## src/rtl/mips_shift_pkg.sv

```systemverilog
// Shared types for the pipelined MIPS barrel shifter: op codes, per-stage
// control payload and the undefined-op decode.
package mips_shift_pkg;

    typedef enum logic [2:0] {
        OP_PASS = 3'b000,
        OP_SLL  = 3'b001,
        OP_SRL  = 3'b010,
        OP_SRA  = 3'b011,
        OP_ROR  = 3'b100,
        OP_ROL  = 3'b101
    } op_e;

    // Width-independent part of the stage payload; data, shamt and tag are sized by the module.
    typedef struct packed {
        op_e  op;
        logic err;
        logic sign;
    } ctrl_t;

    function automatic logic op_undefined(input logic [2:0] op);
        return op[2] & op[1];
    endfunction

endpackage

```

## src/rtl/mips_shift_pipe_if.sv

```systemverilog
// Valid/ready operand and result bus of the pipelined barrel shifter.
interface mips_shift_pipe_if #(
    parameter int WIDTH = 32,
    parameter int TAG_W = 4
);
    localparam int SHW = $clog2(WIDTH);

    logic             in_valid;
    logic             in_ready;
    logic [2:0]       in_op;
    logic [SHW-1:0]   in_shamt;
    logic [WIDTH-1:0] in_data;
    logic [TAG_W-1:0] in_tag;
    logic             out_valid;
    logic             out_ready;
    logic [WIDTH-1:0] out_data;
    logic [TAG_W-1:0] out_tag;
    logic             out_zero;
    logic             out_err;

    modport master (
        output in_valid, in_op, in_shamt, in_data, in_tag, out_ready,
        input  in_ready, out_valid, out_data, out_tag, out_zero, out_err
    );

    modport slave (
        input  in_valid, in_op, in_shamt, in_data, in_tag, out_ready,
        output in_ready, out_valid, out_data, out_tag, out_zero, out_err
    );

endinterface

```

## src/rtl/mips_shift_stage.sv

```systemverilog
// One register stage of the log shifter: applies a 2^K shift/rotate when
// shamt[K] is set and runs the local valid/advance handshake.
module mips_shift_stage
    import mips_shift_pkg::*;
#(
    parameter int WIDTH = 32,
    parameter int TAG_W = 4,
    parameter int K     = 0,
    localparam int SHW  = $clog2(WIDTH)
) (
    input  logic             clk,
    input  logic             rst,
    input  logic             vld_i,
    input  logic [WIDTH-1:0] data_i,
    input  logic [SHW-1:0]   shamt_i,
    input  logic [TAG_W-1:0] tag_i,
    input  ctrl_t            ctrl_i,
    input  logic             dn_adv_i,
    output logic             adv_o,
    output logic             vld_o,
    output logic [WIDTH-1:0] data_o,
    output logic [SHW-1:0]   shamt_o,
    output logic [TAG_W-1:0] tag_o,
    output ctrl_t            ctrl_o,
    output logic             zero_o
);
    localparam int S = 1 << K;

    function automatic logic [WIDTH-1:0] shift_step(input op_e op, input logic sign,
                                                    input logic [WIDTH-1:0] d);
        logic [WIDTH-1:0] r;
        r = d;
        case (op)
            OP_SLL:  r = d << S;
            OP_SRL:  r = d >> S;
            // Fill comes from the captured operand sign, not the current MSB.
            OP_SRA:  r = {{S{sign}}, d[WIDTH-1:S]};
            OP_ROR:  r = {d[S-1:0], d[WIDTH-1:S]};
            OP_ROL:  r = {d[WIDTH-S-1:0], d[WIDTH-1:WIDTH-S]};
            default: r = d;
        endcase
        return r;
    endfunction

    logic             vld_q;
    logic [WIDTH-1:0] data_q;
    logic [WIDTH-1:0] data_d;
    logic [SHW-1:0]   shamt_q;
    logic [TAG_W-1:0] tag_q;
    ctrl_t            ctrl_q;
    logic             zero_q;

    assign data_d = shamt_i[K] ? shift_step(ctrl_i.op, ctrl_i.sign, data_i) : data_i;
    assign adv_o  = !vld_q || dn_adv_i;

    always_ff @(posedge clk) begin
        if (rst) begin
            vld_q   <= 1'b0;
            data_q  <= '0;
            shamt_q <= '0;
            tag_q   <= '0;
            ctrl_q  <= '0;
            zero_q  <= 1'b0;
        end else if (adv_o) begin
            vld_q <= vld_i;
            if (vld_i) begin
                data_q  <= data_d;
                shamt_q <= shamt_i;
                tag_q   <= tag_i;
                ctrl_q  <= ctrl_i;
                zero_q  <= (data_d == '0);
            end
        end
    end

    assign vld_o   = vld_q;
    assign data_o  = data_q;
    assign shamt_o = shamt_q;
    assign tag_o   = tag_q;
    assign ctrl_o  = ctrl_q;
    assign zero_o  = zero_q;

endmodule

```

## src/rtl/mips_shift_pipe.sv

```systemverilog
// Pipelined logarithmic barrel shifter: SHW chained shift stages with
// valid/ready back-pressure rippling from out_ready to in_ready.
module mips_shift_pipe
    import mips_shift_pkg::*;
#(
    parameter int WIDTH = 32,
    parameter int TAG_W = 4
) (
    input logic              clk,
    input logic              rst,
    mips_shift_pipe_if.slave bus
);
    localparam int SHW = $clog2(WIDTH);

    // Index k is the input of stage k; index SHW is the last stage register.
    logic [SHW:0]     vld_s;
    logic [SHW:0]     adv_s;
    logic [WIDTH-1:0] data_s  [SHW+1];
    logic [SHW-1:0]   shamt_s [SHW+1];
    logic [TAG_W-1:0] tag_s   [SHW+1];
    ctrl_t            ctrl_s  [SHW+1];
    logic [SHW:1]     zero_s;

    assign vld_s[0]   = bus.in_valid;
    assign data_s[0]  = bus.in_data;
    assign shamt_s[0] = bus.in_shamt;
    assign tag_s[0]   = bus.in_tag;
    assign ctrl_s[0]  = '{op:   op_e'(bus.in_op),
                          err:  op_undefined(bus.in_op),
                          sign: bus.in_data[WIDTH-1]};
    assign adv_s[SHW] = bus.out_ready;

    for (genvar k = 0; k < SHW; k++) begin : g_stage
        mips_shift_stage #(
            .WIDTH (WIDTH),
            .TAG_W (TAG_W),
            .K     (k)
        ) u_stage (
            .clk      (clk),
            .rst      (rst),
            .vld_i    (vld_s[k]),
            .data_i   (data_s[k]),
            .shamt_i  (shamt_s[k]),
            .tag_i    (tag_s[k]),
            .ctrl_i   (ctrl_s[k]),
            .dn_adv_i (adv_s[k+1]),
            .adv_o    (adv_s[k]),
            .vld_o    (vld_s[k+1]),
            .data_o   (data_s[k+1]),
            .shamt_o  (shamt_s[k+1]),
            .tag_o    (tag_s[k+1]),
            .ctrl_o   (ctrl_s[k+1]),
            .zero_o   (zero_s[k+1])
        );
    end

    assign bus.in_ready  = adv_s[0];
    assign bus.out_valid = vld_s[SHW];
    assign bus.out_data  = data_s[SHW];
    assign bus.out_tag   = tag_s[SHW];
    assign bus.out_err   = ctrl_s[SHW].err;
    assign bus.out_zero  = zero_s[SHW];

    // Payload fields that have no consumer past the final stage.
    logic unused_tail;
    assign unused_tail = ^{ctrl_s[SHW].op, ctrl_s[SHW].sign, shamt_s[SHW], zero_s[SHW-1:1]};

endmodule

```

## src/flat_wrapper.sv

```systemverilog
// flat-port wrapper written by rule: the top's interface ports become plain ports
module mips_shift_pipe_flat import mips_shift_pkg::*;
#(
    parameter int WIDTH = 32,
    parameter int TAG_W = 4
)
  (clk, rst, bus_in_valid, bus_in_op, bus_in_shamt, bus_in_data, bus_in_tag, bus_out_ready, bus_in_ready, bus_out_valid, bus_out_data, bus_out_tag, bus_out_zero, bus_out_err);
  mips_shift_pipe_if #(.WIDTH(WIDTH), .TAG_W(TAG_W)) bus_i ();
  input logic clk;
  input logic rst;
  input wire logic [$bits(bus_i.in_valid)-1:0] bus_in_valid;
  input wire logic [$bits(bus_i.in_op)-1:0] bus_in_op;
  input wire logic [$bits(bus_i.in_shamt)-1:0] bus_in_shamt;
  input wire logic [$bits(bus_i.in_data)-1:0] bus_in_data;
  input wire logic [$bits(bus_i.in_tag)-1:0] bus_in_tag;
  input wire logic [$bits(bus_i.out_ready)-1:0] bus_out_ready;
  output wire logic [$bits(bus_i.in_ready)-1:0] bus_in_ready;
  output wire logic [$bits(bus_i.out_valid)-1:0] bus_out_valid;
  output wire logic [$bits(bus_i.out_data)-1:0] bus_out_data;
  output wire logic [$bits(bus_i.out_tag)-1:0] bus_out_tag;
  output wire logic [$bits(bus_i.out_zero)-1:0] bus_out_zero;
  output wire logic [$bits(bus_i.out_err)-1:0] bus_out_err;
  assign bus_i.in_valid = bus_in_valid;
  assign bus_i.in_op = bus_in_op;
  assign bus_i.in_shamt = bus_in_shamt;
  assign bus_i.in_data = bus_in_data;
  assign bus_i.in_tag = bus_in_tag;
  assign bus_i.out_ready = bus_out_ready;
  assign bus_in_ready = bus_i.in_ready;
  assign bus_out_valid = bus_i.out_valid;
  assign bus_out_data = bus_i.out_data;
  assign bus_out_tag = bus_i.out_tag;
  assign bus_out_zero = bus_i.out_zero;
  assign bus_out_err = bus_i.out_err;
  mips_shift_pipe #(.WIDTH(WIDTH), .TAG_W(TAG_W)) u_core (.clk(clk), .rst(rst), .bus(bus_i));
endmodule
```

## config.mk

```make
export PLATFORM = sky130hd
export DESIGN_NAME = mips_shift_pipe_flat
export DESIGN_NICKNAME = d
export VERILOG_FILES = /design/src/rtl/mips_shift_pkg.sv /design/src/rtl/mips_shift_pipe_if.sv /design/src/rtl/mips_shift_stage.sv /design/src/rtl/mips_shift_pipe.sv /design/src/flat_wrapper.sv
export SDC_FILE = /design/constraint.sdc
export NUM_CORES = 1
export LEC_CHECK = 0
export BUFFER_PORTS_ARGS = -buffer_cell sky130_fd_sc_hd__buf_2
export CORE_MARGIN = 8
export CORE_UTILIZATION = 50
export DETAILED_ROUTE_END_ITERATION = 8
export PLACE_DENSITY = 0.73
export SKIP_LAST_GASP = 1
export SLEW_MARGIN = 30
export SYNTH_ARGS = -nofsm -noshare
export SYNTH_HDL_FRONTEND = slang
export SYNTH_HIERARCHICAL = 1
export SYNTH_SLANG_ARGS = --single-unit
export TNS_END_PERCENT = 30
```

## constraint.sdc

```tcl
create_clock -name clk -period 3.2 [get_ports clk]
set_input_delay 0.64 -clock clk [delete_from_list [all_inputs] [get_ports clk]]
set_output_delay 0.64 -clock clk [all_outputs]
set_load 0.05 [all_outputs]
```

==> impl_results.md <==
- Outcome: completed
- GR Util All Layers: 24.1%
- Port Buffer Count: 87
- Clk_lat worst skew: 0.52 ns
- Remaining DRCs: 0
- CP Max Fanout: 4
- DIE AREA: 32000 um2
- Setup crit start kind: register
- Place WS: 0.491 ns
- Max Freq: 357 MHz
- Setup ws final: 0.398 ns
- Initial DRT Pass Iterations: 6
- Largest net degree at the start of global routing: 128
- Via count: 13426
- Grt ovf: 0
- RSZ-0062 raised after global routing: false
- Vias in the first global route: 12185
- Data required, critical path: 2.56 ns
- DRT antenna net count: 0
- Clk slew on worst S/H paths: 0.06 ns
- Drt first-iter violations: 1655
- Die Ht: 179 um
- HPWL Detailed: 27900 um
- Hold Crit Class: in2reg
- Power Dens Cells: 433 nW/um2
- CTS hold repair buffers: 0
- Post-Route WL: 40200 um
- Fin nets: 1796
- Critical Path AT: 2.16 ns
- Syn nets: 1818
- Share of layout cells above drive strength 1: 12.1%
- Clock root buffer: clkbuf_16
- Final setup vio count: 0
- Slew @ Worst Pin: 0.949 ns
- Worst slew margin: 36.7%
- Detailed-route wire length per cell: 19.1 um
- Htree depth: 1
- DR vias/cell: 6.39
- GP Congestion: 0.948
- Initial antenna violation count: 0
- Post-CTS setup buffer count: 0
- Worst Skew: 0.00996 ns
- Final Slew Violations: 0
- CTS buffer count: 24
- Setup_tns: 0 ns
- Lkg Pwr: 4.95 nW
- Core area: 26100 um2
- Final worst path period share: 87.6%
- CTS tree: yes
- # Max-Cap Violations: 0
- First-pass GRT wire length: 64700 um
- Clock Tree Buf Depth: 3
- Synth Area per Inst: 7.49 um2
- Area delta synth->final: 9.77%
- Initial core utilization: 50.9%
- Post-Synthesis Cells: 1770
- Nature of the critical path endpoint: output port
- Mapped Area: 13300 um2
- CTS sink count: 217
- Final Hold Violating Endpoints: 0
- N_diodes: 0
- Crit Path Class: reg2out
- Worst vdd ir: 0.000536 V
- Num rows: 59
- Period minus WS final: 2.80 ns
- YS warnings: 6
- IO Pins: 88
- Die X-Extent: 179 um
- Post-CTS Resized: 0
==> placed cells by master (no fill, tap or decap), types with 49 or more instances in the layout <==
master    instances
dfxtp_1         217
buf_2            86
a21oi_1         229
o211ai_1         66
inv_1            75
nand2_1         241
nor2_1          149
a221oi_1         49
==> stage by stage <==
stage | std cells | total power [mW] | util [%] | cell area (um2) | hold WS [ns]
2_1_floorplan | 1770 | 3.31 | - | 13300 | 0.432
3_3_place_gp | 2057 | 3.49 | 52.7 | 13700 | 0.439
3_5_place_dp | 2057 | 3.50 | 52.7 | 13700 | 0.442
4_1_cts | 2100 | 6.34 | 55.8 | 14500 | 0.340
5_1_grt | 2100 | 6.54 | 55.8 | 14600 | 0.340
6_report | 2100 | 6.31 | 55.8 | 14600 | 0.355
==> registers in the layout, summed over array words and instances (netlist names) <==
name / flops
u_core/g_stage.u_stage/ctrl_o: 21
u_core/g_stage.u_stage/zero_o: 1
u_core/g_stage.u_stage/data_o: 160
u_core/g_stage.u_stage/shamt_o: 10
u_core/g_stage.u_stage/tag_o: 20
u_core/g_stage.u_stage/vld_o: 5
==> critical path: stages, from the launching register on <==
cell	delay, ns
dfxtp_1	0.33
nand2b_1	0.12
nor2b_1	0.19
inv_1	0.08
nand2b_1	0.21
nand2b_1	0.21
nand2b_1	0.24
buf_2	0.26
==> worst paths after layout <==
| kind | startpoint | slack [ns] | endpoint | cells after the start |
|---|---|---|---|---|
| setup / recovery | u_core/g_stage[4].u_stage/vld_o | 0.40 | bus_in_ready | 7 |
| hold / removal | bus_in_tag[0] | 0.35 | u_core/g_stage[0].u_stage/tag_o[0] | 3 |
| setup reg to reg | u_core/g_stage[3].u_stage/ctrl_o[2] | 0.58 | u_core/g_stage[4].u_stage/zero_o | 6 |
| hold reg to reg | u_core/g_stage[3].u_stage/ctrl_o[1] | 0.45 | u_core/g_stage[4].u_stage/ctrl_o[1] | 2 |
==> per-layer routing <==
metal,part of all wire [%],global-route usage [%]
met5,0,0
met4,3.1,8.41
met3,6.9,3.33
met2,47,39.8
met1,43,31.8
==> layout make-up <==
class                   count  area [um2]
fillers                  2451       11500
multi-input cells        1287        7760
flip-flops and latches    217        4340
repair buffers            140         902
clock buffers              31         667
well taps                 335         419
inverters                  78         293
clock inverters            12         161
==> power breakdown <==
| group | total, mW | internal [mW] | leakage (nW) | switching [mW] |
|---|---|---|---|---|
| clock | 2.85 | 1.72 | 0.412 | 1.13 |
| sequential | 2.86 | 2.77 | 1.76 | 0.0912 |
| combinational | 0.595 | 0.225 | 2.77 | 0.370 |
| total | 6.31 | 4.72 | 4.95 | 1.59 |
No activity file was read; power rests on OpenSTA's default activity.
